<file path="src/rtl/bft_pkg.sv">
// Shared BFT packet layout, control-port constant and transmit FSM state type.
package bft_pkg;
  localparam int PKT_VALID_BIT = 48;
  localparam int PKT_LEAF_LSB  = 43;
  localparam int PKT_PORT_LSB  = 39;
  localparam int PKT_ADDR_LSB  = 32;
  localparam int PKT_PAY_LSB   = 0;
  localparam int CTRL_PORT     = 0;

  typedef enum logic {IDLE = 1'b0, SEND = 1'b1} tx_state_e;
endpackage

</file>
<file path="src/rtl/leaf_tx_credit.sv">
// Remote receive-buffer credit counter fed by freespace-update packets from the BFT.
module leaf_tx_credit
  import bft_pkg::*;
#(
  parameter int PACKET_BITS           = 49,
  parameter int PAYLOAD_BITS          = 32,
  parameter int NUM_LEAF_BITS         = 5,
  parameter int NUM_PORT_BITS         = 4,
  parameter int NUM_ADDR_BITS         = 7,
  parameter int FREESPACE_UPDATE_SIZE = 64,
  parameter int SELF_LEAF             = 0,
  parameter int DEST_PORT             = 2
) (
  input  logic                   clk,
  input  logic                   reset,
  input  logic [PACKET_BITS-1:0] pkt_i,
  input  logic                   dec_i,
  output logic                   credit_ok_o,
  output logic                   credit_err_o
);
  localparam int CW       = NUM_ADDR_BITS + 1;
  localparam int PORT_LSB = PAYLOAD_BITS + NUM_ADDR_BITS;
  localparam int LEAF_LSB = PORT_LSB + NUM_PORT_BITS;
  localparam logic [CW:0] DEPTH = (CW+1)'(1 << NUM_ADDR_BITS);

  logic [CW-1:0] credit_q, credit_d;
  logic          err_q, err_d;
  logic          upd;
  logic [CW:0]   sum;
  logic          unused_pkt;

  assign unused_pkt = ^pkt_i[PORT_LSB-1:4];

  assign upd = pkt_i[PACKET_BITS-1]
            && (pkt_i[LEAF_LSB +: NUM_LEAF_BITS] == NUM_LEAF_BITS'(SELF_LEAF))
            && (pkt_i[PORT_LSB +: NUM_PORT_BITS] == NUM_PORT_BITS'(CTRL_PORT))
            && (pkt_i[3:0] == 4'(DEST_PORT));

  // dec_i only fires with credit != 0, so the subtraction cannot underflow
  always_comb begin
    sum      = {1'b0, credit_q} + (upd ? (CW+1)'(FREESPACE_UPDATE_SIZE) : '0)
             - (CW+1)'(dec_i);
    credit_d = sum[CW-1:0];
    err_d    = err_q;
    if (sum > DEPTH) begin
      credit_d = DEPTH[CW-1:0];
      err_d    = 1'b1;
    end
  end

  always_ff @(posedge clk) begin
    if (reset) begin
      credit_q <= DEPTH[CW-1:0];
      err_q    <= 1'b0;
    end else begin
      credit_q <= credit_d;
      err_q    <= err_d;
    end
  end

  assign credit_ok_o  = (credit_q != '0);
  assign credit_err_o = err_q;
endmodule

</file>
<file path="src/rtl/leaf_stream_packetizer.sv">
// User-stream to BFT packetizer with remote-address stamping and resend hold.
// Credit tracking is built only when LEAF_TX_CREDIT_EN is defined.
module leaf_stream_packetizer
  import bft_pkg::*;
#(
  parameter int PACKET_BITS           = 49,
  parameter int PAYLOAD_BITS          = 32,
  parameter int NUM_LEAF_BITS         = 5,
  parameter int NUM_PORT_BITS         = 4,
  parameter int NUM_ADDR_BITS         = 7,
  parameter int FREESPACE_UPDATE_SIZE = 64,
  parameter int SELF_LEAF             = 0,
  parameter int DEST_LEAF             = 2,
  parameter int DEST_PORT             = 2
) (
  input  logic                    clk,
  input  logic                    reset,
  input  logic                    ap_start,
  input  logic [PAYLOAD_BITS-1:0] din_user,
  input  logic                    vld_user,
  output logic                    ack_user,
  input  logic [PACKET_BITS-1:0]  din_leaf_bft2interface,
  output logic [PACKET_BITS-1:0]  dout_leaf_interface2bft,
  input  logic                    resend,
  output logic                    credit_err
);
  tx_state_e                state_q, state_d;
  logic                     started_q, started_d;
  logic [NUM_ADDR_BITS-1:0] seq_q, seq_d;
  logic [PACKET_BITS-1:0]   dout_q, dout_d;
  logic                     credit_ok;
  logic                     accept;

`ifdef LEAF_TX_CREDIT_EN
  leaf_tx_credit #(
    .PACKET_BITS          (PACKET_BITS),
    .PAYLOAD_BITS         (PAYLOAD_BITS),
    .NUM_LEAF_BITS        (NUM_LEAF_BITS),
    .NUM_PORT_BITS        (NUM_PORT_BITS),
    .NUM_ADDR_BITS        (NUM_ADDR_BITS),
    .FREESPACE_UPDATE_SIZE(FREESPACE_UPDATE_SIZE),
    .SELF_LEAF            (SELF_LEAF),
    .DEST_PORT            (DEST_PORT)
  ) u_credit (
    .clk         (clk),
    .reset       (reset),
    .pkt_i       (din_leaf_bft2interface),
    .dec_i       (accept),
    .credit_ok_o (credit_ok),
    .credit_err_o(credit_err)
  );
`else
  logic unused_leaf;
  assign unused_leaf = ^din_leaf_bft2interface;
  assign credit_ok   = 1'b1;
  assign credit_err  = 1'b0;
`endif

  // a held (resent) packet blocks new words so it is never overwritten
  assign accept   = started_q && vld_user && credit_ok && !((state_q == SEND) && resend);
  assign ack_user = accept;

  always_comb begin
    state_d   = state_q;
    started_d = started_q | ap_start;
    seq_d     = seq_q;
    dout_d    = dout_q;
    if (accept) begin
      dout_d  = {1'b1, NUM_LEAF_BITS'(DEST_LEAF), NUM_PORT_BITS'(DEST_PORT), seq_q, din_user};
      seq_d   = seq_q + NUM_ADDR_BITS'(1);
      state_d = SEND;
    end else if (state_q == SEND && !resend) begin
      dout_d[PACKET_BITS-1] = 1'b0;
      state_d               = IDLE;
    end
  end

  always_ff @(posedge clk) begin
    if (reset) begin
      state_q   <= IDLE;
      started_q <= 1'b0;
      seq_q     <= '0;
      dout_q    <= '0;
    end else begin
      state_q   <= state_d;
      started_q <= started_d;
      seq_q     <= seq_d;
      dout_q    <= dout_d;
    end
  end

  assign dout_leaf_interface2bft = dout_q;
endmodule

</file>
<file path="config.mk">
export PLATFORM = sky130hd
export DESIGN_NAME = leaf_stream_packetizer
export DESIGN_NICKNAME = d
export VERILOG_FILES = /design/src/rtl/bft_pkg.sv /design/src/rtl/leaf_tx_credit.sv /design/src/rtl/leaf_stream_packetizer.sv
export SDC_FILE = /design/constraint.sdc
export NUM_CORES = 1
export LEC_CHECK = 0
export CAP_MARGIN = 15
export CORE_MARGIN = 4
export CORE_UTILIZATION = 35
export CTS_BUF_LIST = sky130_fd_sc_hd__clkbuf_4 sky130_fd_sc_hd__clkbuf_8 sky130_fd_sc_hd__clkbuf_16
export DETAILED_ROUTE_END_ITERATION = 8
export GPL_ROUTABILITY_DRIVEN = 0
export GPL_TIMING_DRIVEN = 1
export PLACE_DENSITY_LB_ADDON = 0.1
export SLEW_MARGIN = 10
export SYNTH_ARGS = -nofsm -noshare
export SYNTH_HDL_FRONTEND = slang
export SYNTH_SLANG_ARGS = --single-unit
</file>
<file path="constraint.sdc">
create_clock -name clk -period 1.68 [get_ports clk]
set_input_delay 0.336 -clock clk [delete_from_list [all_inputs] [get_ports clk]]
set_output_delay 0.336 -clock clk [all_outputs]
set_load 0.02 [all_outputs]
</file>
==> results.md <==
- CP Cell Sequence: clkdlybuf4s50_1
- Maximum clock rate: 615.5 MHz
- Syn avg cell area: about 8.2 µm²
- First-pass GRT wire length: 9.170 mm
- Clk sinks: 49
- Warning count from the yosys run: 0
- Final core utilization: 53.33%
- Pwr/cell area: 801.0 nW/µm²
- Die X: ~83 µm
- #FFs+latches synth: 49
- Mapped cell area: 1984 µm²
- Num ports: 137
- Root Buffer: clkbuf_8
- Crit end category: primary output
- WL final: 5.492 mm
- Post-place setup slack: -0.3206 ns
- Post-synthesis sequential area ratio: 49.43%
- Fin crit period: 1.625 ns
- Crit-path slowest cell: clkdlybuf4s50_1
- GR peak layer: met2
- Hold_buf cts: 0
- Clock share of power: 32.4%
- Wire per inst: 14.26 µm
- Vias per inst: 5.018
- CP Buf/Inv Count: 1
- Top cell family by delay on the critical path: buffers and inverters
- Die area: slightly below 7000 µm²
- Final Hold Fails: 0
- Startpoint Class: flop
- Ys flop type: dfxtp_1
- Crit path required time: 1.34 ns
- WP data arrival: 1.29 ns
- Sequential Power Share: 51.8%
- Layout area overhead: 47.98%
- CTS buffer count: 5
- Vias post-DR: 1932
- Detailed Routing Iterations Pass 1: 4
- Worst min path class: in2reg
- Initial antenna violation count: 0
- Initial Utilization: 36.04%
- Row cnt: 27
- Postcts setup bufs: 0
- Peak VDD IR: 0.0003681 V
- Global-route usage over all layers: 15.96%
- Grt met3 use: 7.341%
- Mapped Cells: 242
- Core area: 5507 µm²
- Static Leak: between 1 and 1.5 nW
- CP max stage delay: 0.63 ns
- Largest net degree at the start of global routing: 35
- Most frequent cells in the layout: 76 x clkdlybuf4s50_1, 49 x dfxtp_1, 46 x a21oi_1, 43 x nand3_1, 41 x o21ai_0
- P_int: 0.001754 W
- Clock-pin slew on the worst setup and hold paths: 0.09 ns
- Synth unique cells: 20
- Most common cell after layout, fill and taps aside: clkdlybuf4s50_1
- Routed Antenna Nets: 0
- Die Y: 83.30 µm
- Antenna cells: 0
- Port bufs: 79
- Clock Tree Buf Depth: 2
- Met1 usage: a little under a fifth
- Max Cap Viol: 0
- Crit Path Class: reg2out
- Unrepaired setup endpoints after global routing: false
- Clock tree from TritonCTS: done
- Outcome: completed
- Vias in the first global route: 1852
- Net Sw Frac: about a quarter
- Total congestion overflow: 0
- Post-synth EDFFs: 0
- Fin worst setup slack: 0.05539 ns
- Area of the multi-input gates: 854.6 µm²
- Asr flop ratio synth: 0%
- TNS Setup: 0 ns
- P_sw: around 0.00060 W
- Number of setup violations in the final report: 0
- Comb pwr share: between 15 and 20%
- Final hold slack: 0.4324 ns
- Post-DP HPWL: 3.622 mm
- Worst skew pair latency: 0.30 ns
- Fill cell total of the finished layout: 552
- Max H-tree Level: 2
- Layout cells sized above 1: 7.987%
- Final critical-path share of the clock period: a little under 100%
- Met2 GRT Util: 25.80%
- Storage element area: 980.9 µm²
- CP Max Fanout: 3
- Nets: 399
- Max Slew Vio Count: 0
- Clock Skews: 0.003866 ns
- Remaining DRCs: 0
- 1st-iter DRT viols: roughly 110
==> path summary, 6_finish.rpt <==
kind / start / endpoint / slack (ns) / cells after the start
setup / recovery: dout_leaf_interface2bft[48] / dout_leaf_interface2bft[48] / 0.06 / 1
hold / removal: reset / dout_leaf_interface2bft[8] / 0.43 / 2
setup reg to reg: seq_q[1] / seq_q[2] / 0.23 / 4
hold reg to reg: dout_leaf_interface2bft[0] / dout_leaf_interface2bft[0] / 0.48 / 2
==> cell usage after synthesis, types with 3 or more instances <==
library cell   n  area, µm²
or4_1          3      22.52
o21ai_0       41      205.2
nand2_1        4      15.01
clkbuf_1      23      86.33
buf_4         10      75.07
o31ai_1        3      22.52
nor2_1         6      22.52
a21oi_1       46      230.2
dfxtp_1       49      980.9
nand3_1       43      215.2
==> cell families (layout without fill, tap and decap cells) <==
| family | after synthesis | count (layout) | share of synthesized area (%) |
|---|---|---|---|
| muxes | 2 | 2 | 1.135 |
| AOI/OAI and AO/OA | 90 | 90 | 23.08 |
| DFF | 49 | 49 | 49.43 |
| buffers and inverters | 36 | 100 | 9.457 |
| adders and majority gates | 1 | 1 | 0.6304 |
| and+or+nand+nor | 63 | 63 | 16.08 |
| other | 1 | 8 | 0.1890 |
==> per-layer routing <==
metal  vias up  wire length [µm]
met2        58              2534
met1       893              2400
li1        975                 -
met5         -                 0
met4         0                64
met3         6               493
==> registers in the layout (all words and copies together) (netlist names) <==
name	cells
dout_leaf_interface2bft	41
seq_q	7
started_q	1
==> power by group through the flow <==
stage | Combinational [W] | Sequential, W | Clock (W)
global route | 0.000402 | 0.00122 | 0.000843
detailed placement | 0.000371 | 0.00125 | 0
CTS | 0.000373 | 0.00122 | 0.000795
floorplan | 0.000145 | 0.00129 | 0
global placement | 0.000371 | 0.00124 | 0
finish | 0.000370 | 0.00122 | 0.000763
==> through the flow <==
stage,total power [W],instances,area [µm²]
6_report,0.002352,385,2937
5_1_grt,0.002470,385,2937
4_1_cts,0.002388,385,2920
3_5_place_dp,0.001618,377,2818
3_3_place_gp,0.001616,377,2818
2_1_floorplan,0.001432,249,2011
==> final cells by class <==
class | count | share of cell area, %
Tap cell | 72 | 3.068
Sequential cell | 49 | 33.40
Clock inverter | 1 | 0.1704
Inverter | 1 | 0.1278
Timing Repair Buffer | 91 | 30.85
Clock buffer | 7 | 3.281
Multi-Input combinational cell | 164 | 29.10
==> repair_timing <==
item	CTS	global route
endpoints found under the hold margin	0	0
endpoints found under the setup margin	1	21
gates resized for setup	3	6
gates cloned	0	0
pin swaps	0	0
Note: power is estimated with default switching activity, not from simulation.
